==> src/rtl/fifo_rd_pkg.sv <==
// Shared types and sizing for the FIFO read-side stream master.
package fifo_rd_pkg;

    typedef enum logic [1:0] {
        RD_IDLE  = 2'd0,
        RD_RUN   = 2'd1,
        RD_DRAIN = 2'd2
    } rd_state_t;

    localparam int SKID_DEPTH = 2;
    localparam int SKID_PTR_W = $clog2(SKID_DEPTH);
    localparam int OCC_W      = $clog2(SKID_DEPTH + 1);

endpackage

==> src/rtl/fifo_rd_skid.sv <==
// Two-entry skid buffer that absorbs the FIFO's registered read latency.
// Head entry is always presented; push and pop may occur in the same cycle.
module fifo_rd_skid
    import fifo_rd_pkg::*;
#(
    parameter int WIDTH = 16
) (
    input  logic             clk,
    input  logic             rst,
    input  logic             push_i,
    input  logic [WIDTH-1:0] push_data_i,
    input  logic             pop_i,
    output logic [OCC_W-1:0] occ_o,
    output logic [WIDTH-1:0] head_o
);

    logic [WIDTH-1:0]      mem_q [SKID_DEPTH];
    logic [SKID_PTR_W-1:0] wr_ptr_q, wr_ptr_d;
    logic [SKID_PTR_W-1:0] rd_ptr_q, rd_ptr_d;
    logic [OCC_W-1:0]      occ_q, occ_d;

    // NOTE: every variable gets its default before the conditionals so no latch is inferred.
    always_comb begin
        wr_ptr_d = wr_ptr_q;
        rd_ptr_d = rd_ptr_q;
        occ_d    = occ_q + OCC_W'(push_i) - OCC_W'(pop_i);
        if (push_i) begin
            wr_ptr_d = wr_ptr_q + SKID_PTR_W'(1);
        end
        if (pop_i) begin
            rd_ptr_d = rd_ptr_q + SKID_PTR_W'(1);
        end
    end

    // NOTE: state uses non-blocking assignments so every flop samples pre-edge values.
    always_ff @(posedge clk or posedge rst) begin
        if (rst) begin
            wr_ptr_q <= '0;
            rd_ptr_q <= '0;
            occ_q    <= '0;
            // NOTE: storage is reset (only two words) so the stream data output reads 0 out of reset.
            for (int i = 0; i < SKID_DEPTH; i++) begin
                mem_q[i] <= '0;
            end
        end else begin
            wr_ptr_q <= wr_ptr_d;
            rd_ptr_q <= rd_ptr_d;
            occ_q    <= occ_d;
            if (push_i) begin
                mem_q[wr_ptr_q] <= push_data_i;
            end
        end
    end

    assign occ_o  = occ_q;
    assign head_o = mem_q[rd_ptr_q];

endmodule

==> src/rtl/fifo_stream_reader.sv <==
// Read-side master for the synchronous FIFO: credit-limited reads into a skid buffer,
// presented as a valid/ready stream with frame markers, a read counter and a sticky underflow flag.
module fifo_stream_reader
    import fifo_rd_pkg::*;
#(
    parameter int FIFO_WIDTH = 16,
    parameter int FRAME_LEN  = 8,
    parameter int CNT_W      = 16
) (
    input  logic                  clk,
    input  logic                  rst,
    input  logic                  enable,
    output logic                  fifo_rd_en,
    input  logic [FIFO_WIDTH-1:0] fifo_data_out,
    input  logic                  fifo_empty,
    input  logic                  fifo_underflow,
    output logic                  m_valid,
    input  logic                  m_ready,
    output logic [FIFO_WIDTH-1:0] m_data,
    output logic                  m_last,
    output logic                  busy,
    output logic [CNT_W-1:0]      words_read,
    output logic                  underflow_err,
    input  logic                  clr_err
);

    localparam int BEAT_W = (FRAME_LEN > 1) ? $clog2(FRAME_LEN) : 1;
    localparam logic [BEAT_W-1:0] LAST_BEAT = BEAT_W'(FRAME_LEN - 1);

    rd_state_t         state_q, state_d;
    logic              rd_inflight_q;
    logic [BEAT_W-1:0] beat_cnt_q, beat_cnt_d;
    logic [CNT_W-1:0]  words_read_q, words_read_d;
    logic              underflow_err_q, underflow_err_d;

    logic [OCC_W-1:0]  occ;
    logic [OCC_W:0]    credit_used;
    logic              pop;

    fifo_rd_skid #(
        .WIDTH (FIFO_WIDTH)
    ) u_skid (
        .clk         (clk),
        .rst         (rst),
        .push_i      (rd_inflight_q),
        .push_data_i (fifo_data_out),
        .pop_i       (pop),
        .occ_o       (occ),
        .head_o      (m_data)
    );

    assign m_valid     = (occ != '0);
    assign pop         = m_valid && m_ready;
    assign credit_used = {1'b0, occ} + {{OCC_W{1'b0}}, rd_inflight_q};

    // A pop in the same cycle frees a slot, which is what sustains one word per cycle.
    always_comb begin
        fifo_rd_en = 1'b0;
        if (state_q == RD_RUN && !fifo_empty) begin
            fifo_rd_en = (credit_used < (OCC_W + 1)'(SKID_DEPTH)) || pop;
        end
    end

    always_comb begin
        state_d = state_q;
        case (state_q)
            RD_IDLE:  if (enable) state_d = RD_RUN;
            RD_RUN:   if (!enable) state_d = RD_DRAIN;
            RD_DRAIN: begin
                if (enable) begin
                    state_d = RD_RUN;
                end else if (!rd_inflight_q && occ == '0) begin
                    state_d = RD_IDLE;
                end
            end
            default:  state_d = RD_IDLE;
        endcase
    end

    always_comb begin
        beat_cnt_d      = beat_cnt_q;
        words_read_d    = words_read_q;
        underflow_err_d = underflow_err_q;
        if (pop) begin
            beat_cnt_d = (beat_cnt_q == LAST_BEAT) ? '0 : beat_cnt_q + BEAT_W'(1);
        end
        if (fifo_rd_en) begin
            words_read_d = words_read_q + CNT_W'(1);
        end
        // Set has priority over clear.
        if (fifo_underflow) begin
            underflow_err_d = 1'b1;
        end else if (clr_err) begin
            underflow_err_d = 1'b0;
        end
    end

    always_ff @(posedge clk or posedge rst) begin
        if (rst) begin
            state_q         <= RD_IDLE;
            rd_inflight_q   <= 1'b0;
            beat_cnt_q      <= '0;
            words_read_q    <= '0;
            underflow_err_q <= 1'b0;
        end else begin
            state_q         <= state_d;
            rd_inflight_q   <= fifo_rd_en;
            beat_cnt_q      <= beat_cnt_d;
            words_read_q    <= words_read_d;
            underflow_err_q <= underflow_err_d;
        end
    end

    assign m_last        = m_valid && (beat_cnt_q == LAST_BEAT);
    assign busy          = (state_q != RD_IDLE);
    assign words_read    = words_read_q;
    assign underflow_err = underflow_err_q;

endmodule

==> config.mk <==
export PLATFORM = sky130hd
export DESIGN_NAME = fifo_stream_reader
export DESIGN_NICKNAME = d
export VERILOG_FILES = /design/src/rtl/fifo_rd_pkg.sv /design/src/rtl/fifo_rd_skid.sv /design/src/rtl/fifo_stream_reader.sv
export SDC_FILE = /design/constraint.sdc
export NUM_CORES = 1
export LEC_CHECK = 0
export CAP_MARGIN = 20
export CORE_MARGIN = 2
export CORE_UTILIZATION = 50
export CTS_BUF_LIST = sky130_fd_sc_hd__clkbuf_16
export CTS_CLUSTER_DIAMETER = 80
export DETAILED_ROUTE_END_ITERATION = 7
export GPL_TIMING_DRIVEN = 0
export PLACE_DENSITY = 0.86
export RECOVER_POWER = 25
export SLEW_MARGIN = 20
export SYNTH_ARGS = -nofsm -noshare
export SYNTH_HDL_FRONTEND = slang
export SYNTH_SLANG_ARGS = --single-unit
==> constraint.sdc <==
create_clock -name clk -period 2.6 [get_ports clk]
set_clock_uncertainty 0.15 [all_clocks]
set_input_delay 0.78 -clock clk [delete_from_list [all_inputs] [get_ports clk]]
set_output_delay 0.78 -clock clk [all_outputs]
set_load 0.02 [all_outputs]
* After elaboration in Yosys (flattened, before gate mapping)
Index checks and enable logic that the tools add are counted.
** Storage, ports and cells
- Bits in read-only memories :: 0
- Register bits :: 59
- Output and inout port bits :: 37
- Word-level logic and storage cells :: 58
- Bits in writable memories :: 0
- Bits in latches :: 0
- Memories :: 0
- Input bits :: 23
** Operators by class
- Div/mod/pow operators :: 0
- Add/subtract/negate cells :: 7
- $mul :: 0
- Shifts and indexed selects :: 0
- Equality and inequality tests :: 6
- Bitwise logic cells :: 2
- Order comparisons :: 4
- Reductions and logical operators :: 14
- Multiplexer cells :: 15
** Operators by type and width (number)
- $mux W16 :: 4
- $bwmux W32 :: 1
- $add A16 B1 Y16 const B :: 1
- $demux W16 S1 :: 1
- $mux W2 :: 4
- $pmux W2 S3 :: 1
- $reduce_bool A2 Y1 :: 3
- $logic_and A1 B1 Y1 :: 5
- $ge A2 B2 Y1 const B :: 2
- $logic_not A2 Y1 :: 2
- $ne A2 B2 Y1 const B :: 2
- $not A1 Y2 :: 2
- $add A2 B1 Y3 :: 1
- $add A3 B1 Y3 const B :: 1
- $eq A3 B3 Y1 const B :: 1
- $lt A3 B2 Y1 const B :: 1
- $mux W1 :: 3
- $mux W3 :: 1
- $ne A3 B3 Y1 const B :: 1
- $reduce_and A3 Y1 :: 1
- $add A1 B1 Y1 const B :: 2
- $add A2 B1 Y2 :: 1
- $eq A2 B1 Y1 const B :: 1
- $eq A2 B2 Y1 const B :: 1
- 4 further kinds :: 5

* Depth between registers and ports, before layout
- Word-level depth :: 6
- Depth in mapped cells :: 5

* By module
Synthesis repeated with hierarchy kept, for this count alone.
** Unflattened totals
- Cell total of the unflattened synthesis :: 193
- Area total of the unflattened synthesis :: 2713.9 sq um
** By module, submodules not included
- fifo_rd_skid :: sequential area each 900.9 sq um, cells an instance 100, instances 1, area an instance 1615.3 sq um
- fifo_stream_reader :: sequential area each 575.6 sq um, cells an instance 93, instances 1, area an instance 1098.6 sq um

* Least setup slack after synthesis
Ideal clock, no wire load.
- Path type :: input -> output
- Start :: input port fifo_empty
- End :: output port fifo_rd_en
- Setup slack :: 0.273 ns
- Required time :: 1.670 ns
- Cell stages on the path :: 3
- Arrival :: 1.397 ns
- Cell sequence :: nor3b_2 -> o21ai_1 -> inv_1
** Between the ends
- Longest elaborated chain between the ends :: 3
** RTL lines
- from (decl) :: RTL line fifo_stream_reader.sv:15 : input logic fifo_empty,
- $logic_not A1 Y1 :: RTL line fifo_stream_reader.sv:59 : if (state_q == RD_RUN && !fifo_empty) begin
- $logic_and A1 B1 Y1 :: RTL line fifo_stream_reader.sv:59
- $mux W1 :: RTL line fifo_stream_reader.sv:59
- to (decl) :: RTL line fifo_stream_reader.sv:13 : output logic fifo_rd_en,
No other way between the ends.

* Worst setup path after layout
Same ends and word-level chain as after synthesis.

==> flow_metrics.env <==
export IMPL_clock_fmax_mhz=394
export IMPL_highest_layer="met4"
export IMPL_min_period_ps=2540
export IMPL_maxSlewHeadroom_pct=20.7
export IMPL_p_leak_nw=1.66
export IMPL_ir_worst_vdd_mv=0.744
export IMPL_synthFlopType="dfrtp_1"
export IMPL_yosys_top_cells_area="dfrtp_1, mux2_2, xnor2_1, xor2_1, ha_1"
export IMPL_synth_most_common_cell="dfrtp_1"
export IMPL_synth_seq_area_share_pct=56.7
export IMPL_grt_pass1_wl_mm=8.79
export IMPL_max_slew_worst_pin_slew_ps=1190
export IMPL_n_antenna_cell=0
export IMPL_startpoint_type="primary input"
export IMPL_critPathLaunch="fifo_empty"
export IMPL_drtIter0Drc=63
export IMPL_cts_tree="yes"
export IMPL_clkSlewWorstSetupHoldPaths_ps=50
export IMPL_hold_violations=0
export IMPL_coreArea_um2=5070
export IMPL_die_area_um2=5800
export IMPL_crit_required_ps=1670
export IMPL_cts_root_buf="clkbuf_16"
export IMPL_dr_wl_met3_um=234
export IMPL_synthArstFlopShare_pct=100
export IMPL_fin_cells=340
export IMPL_antenna_left=0
export IMPL_regArea_um2=1480
export IMPL_drt_pass1_iterations=4
export IMPL_ys_ff_latch=59
export IMPL_clockBufferDepth=2
export IMPL_syn_area_per_cell_um2=13.6
export IMPL_start_util_pct=51.3
export IMPL_worstReg2RegStart="rd_inflight_q"
export IMPL_crit_type="in2out"
export IMPL_synth_top_cells_by_count="dfrtp_1, mux2_2, nand2_1"
export IMPL_ys_warn_count=0
export IMPL_setup_viol=0
export IMPL_portBuffers=59
export IMPL_status="complete, no violations"
export IMPL_yosys_area_top_type="dfrtp_1"
export IMPL_area_growth_pct=38.8
export IMPL_maxSlewViolCount=0
export IMPL_overflow=0
export IMPL_wl_met1_mm=2.24
export IMPL_dr_wl_met2_mm=2.62
export IMPL_nets=292
export IMPL_drt_total_wl_mm=5.19
export IMPL_dp_cells=320
export IMPL_hp_start="underflow_err"
export IMPL_holdCritPathClass="reg2reg"
export IMPL_dp_hpwl_mm=3.44
export IMPL_arrival_ps=1610
export IMPL_rows=26
export IMPL_regToRegSetupSlack_ps=660
export IMPL_maxCapViolCount=0
export IMPL_drcViolationCount=0
export IMPL_clk_latency_ps=320
export IMPL_syn_inst=191
export IMPL_die_y_um=76.2
export IMPL_multiInputGateArea_um2=1090
export IMPL_numCtsBuffers=9
export IMPL_synth_top_area_share_pct=56.7
export IMPL_netlist_cell_type_count=29
export IMPL_grt_max_degree=60
export IMPL_clock_sinks=59
export IMPL_synth_enable_flop_cells=0
export IMPL_vias=1768
export IMPL_io_pins=60
export IMPL_fin_tns_setup_ps=0
export IMPL_endpoint_kind="output pin"
export IMPL_worstPathMaxFanout=2
export IMPL_die_x_um=76.2
export IMPL_power_density_nw_per_um2=1160
export IMPL_period_share_pct=97.7
export IMPL_routed_via_density=5.20
export IMPL_antenna_found_initial=0
export IMPL_grt_pass1_vias=1850
export IMPL_syn_nets=218
export IMPL_drive_above_1_share_pct=31.5
export IMPL_fill_cells=407
export IMPL_grt_use_total_pct=19.6
export IMPL_rsz0062_at_grt="false"
export IMPL_routedWlPerCell_um=15.3
export IMPL_netlist_area_um2=2600
export IMPL_h_tree_depth=3
export IMPL_gp_congestion=0.717
[layout make-up]
class                   instances  area share, %
repair buffers                 64           16.7
clock buffers                   9           6.23
multi-input cells             122           30.3
clock inverters                 7           2.32
plain buffers                   4          0.589
flip-flops and latches         59           40.9
well taps                      70           2.42
inverters                       5          0.519
[power by group]
| part | leakage [nW] | internal [W] | total (W) | switching [W] |
|---|---|---|---|---|
| combinational | 0.769 | 0.000786 | 0.00149 | 0.000708 |
| clock | 0.160 | 0.000826 | 0.00121 | 0.000389 |
| sequential | 0.727 | 0.00126 | 0.00147 | 0.000209 |
[cells by family after synthesis]
| group | after synthesis | synth area share, % |
|---|---|---|
| DFF | 59 | 56.7 |
| muxes | 50 | 21.6 |
| and+or+nand+nor | 38 | 8.46 |
| xor gates and xnor gates | 18 | 6.05 |
| AOI/OAI and AO/OA | 12 | 3.60 |
| buffers and inverters | 10 | 1.63 |
| adders and majority gates | 4 | 1.92 |
[placed cells by master, fill, tap and decap left out, drive strengths merged, types with 2 or more instances in the layout]
master,instances
nand2b,2
nor2,4
nand2,11
clkbuf,10
xnor2,10
dfrtp,59
clkdlybuf4s50,33
nand4,4
mux2,50
ha,4
nor3,4
a21boi,2
xor2,8
inv,6
clkinv,4
o21ai,4
buf,9
dlygate4sd3,5
bufinv,2
nand3,4
nor4,2
a21o,2
or2,3
a21oi,2
nor2b,2
dlygate4sd2,19
[routing by layer]
metal / global-route usage [%] / up-vias
met5: 0 / -
met4: 8.73 / 0
met3: 5.57 / 9
met2: 33.1 / 51
met1: 23.3 / 887
li1: - / 821
[registers in the layout, indices dropped and copies added (netlist names)]
register         cells
words_read          16
u_skid.occ_o         2
rd_inflight_q        1
state_q              2
u_skid.mem_q        32
u_skid.wr_ptr_q      1
underflow_err        1
u_skid.rd_ptr_q      1
beat_cnt_q           3
[per-stage QoR]
| stage | total power (W) | instance area [um^2] | hold slack (ps) | setup WS [ps] | util, % |
|---|---|---|---|---|---|
| global placement | 0.00305 | 3280 | 311 | -818 | 64.7 |
| global route | 0.00441 | 3610 | 361 | 5.02 | 71.2 |
| finish | 0.00418 | 3610 | 329 | 59.4 | 71.2 |
| detailed placement | 0.00312 | 3280 | 320 | -763 | 64.7 |
| CTS | 0.00424 | 3610 | 331 | 40.3 | 71.2 |
| floorplan | 0.00245 | 2600 | 304 | 214 | - |
[repair_timing]
action,CTS,global route
endpoints found under the setup margin,18,1
buffers inserted,5,0
gates cloned,0,0
gates resized for setup,28,1
hold buffers,0,0
pin swaps,1,0
[path summary, 6_finish.rpt]
path / endpoint / cells after the start
max reg2reg: u_skid.mem_q[24] / 4
min in group asynchronous: words_read[0] / 2
min reg2reg: underflow_err / 1
max in group asynchronous: u_skid.rd_ptr_q / 2
max: fifo_rd_en / 5
min: underflow_err / 1
[critical path, stage by stage]
cell and delay (ps):
dlygate4sd2_1 270, nor3b_4 240, o21ai_2 90, inv_1 90, buf_4 140
No activity file was read; power rests on OpenSTA's default activity.
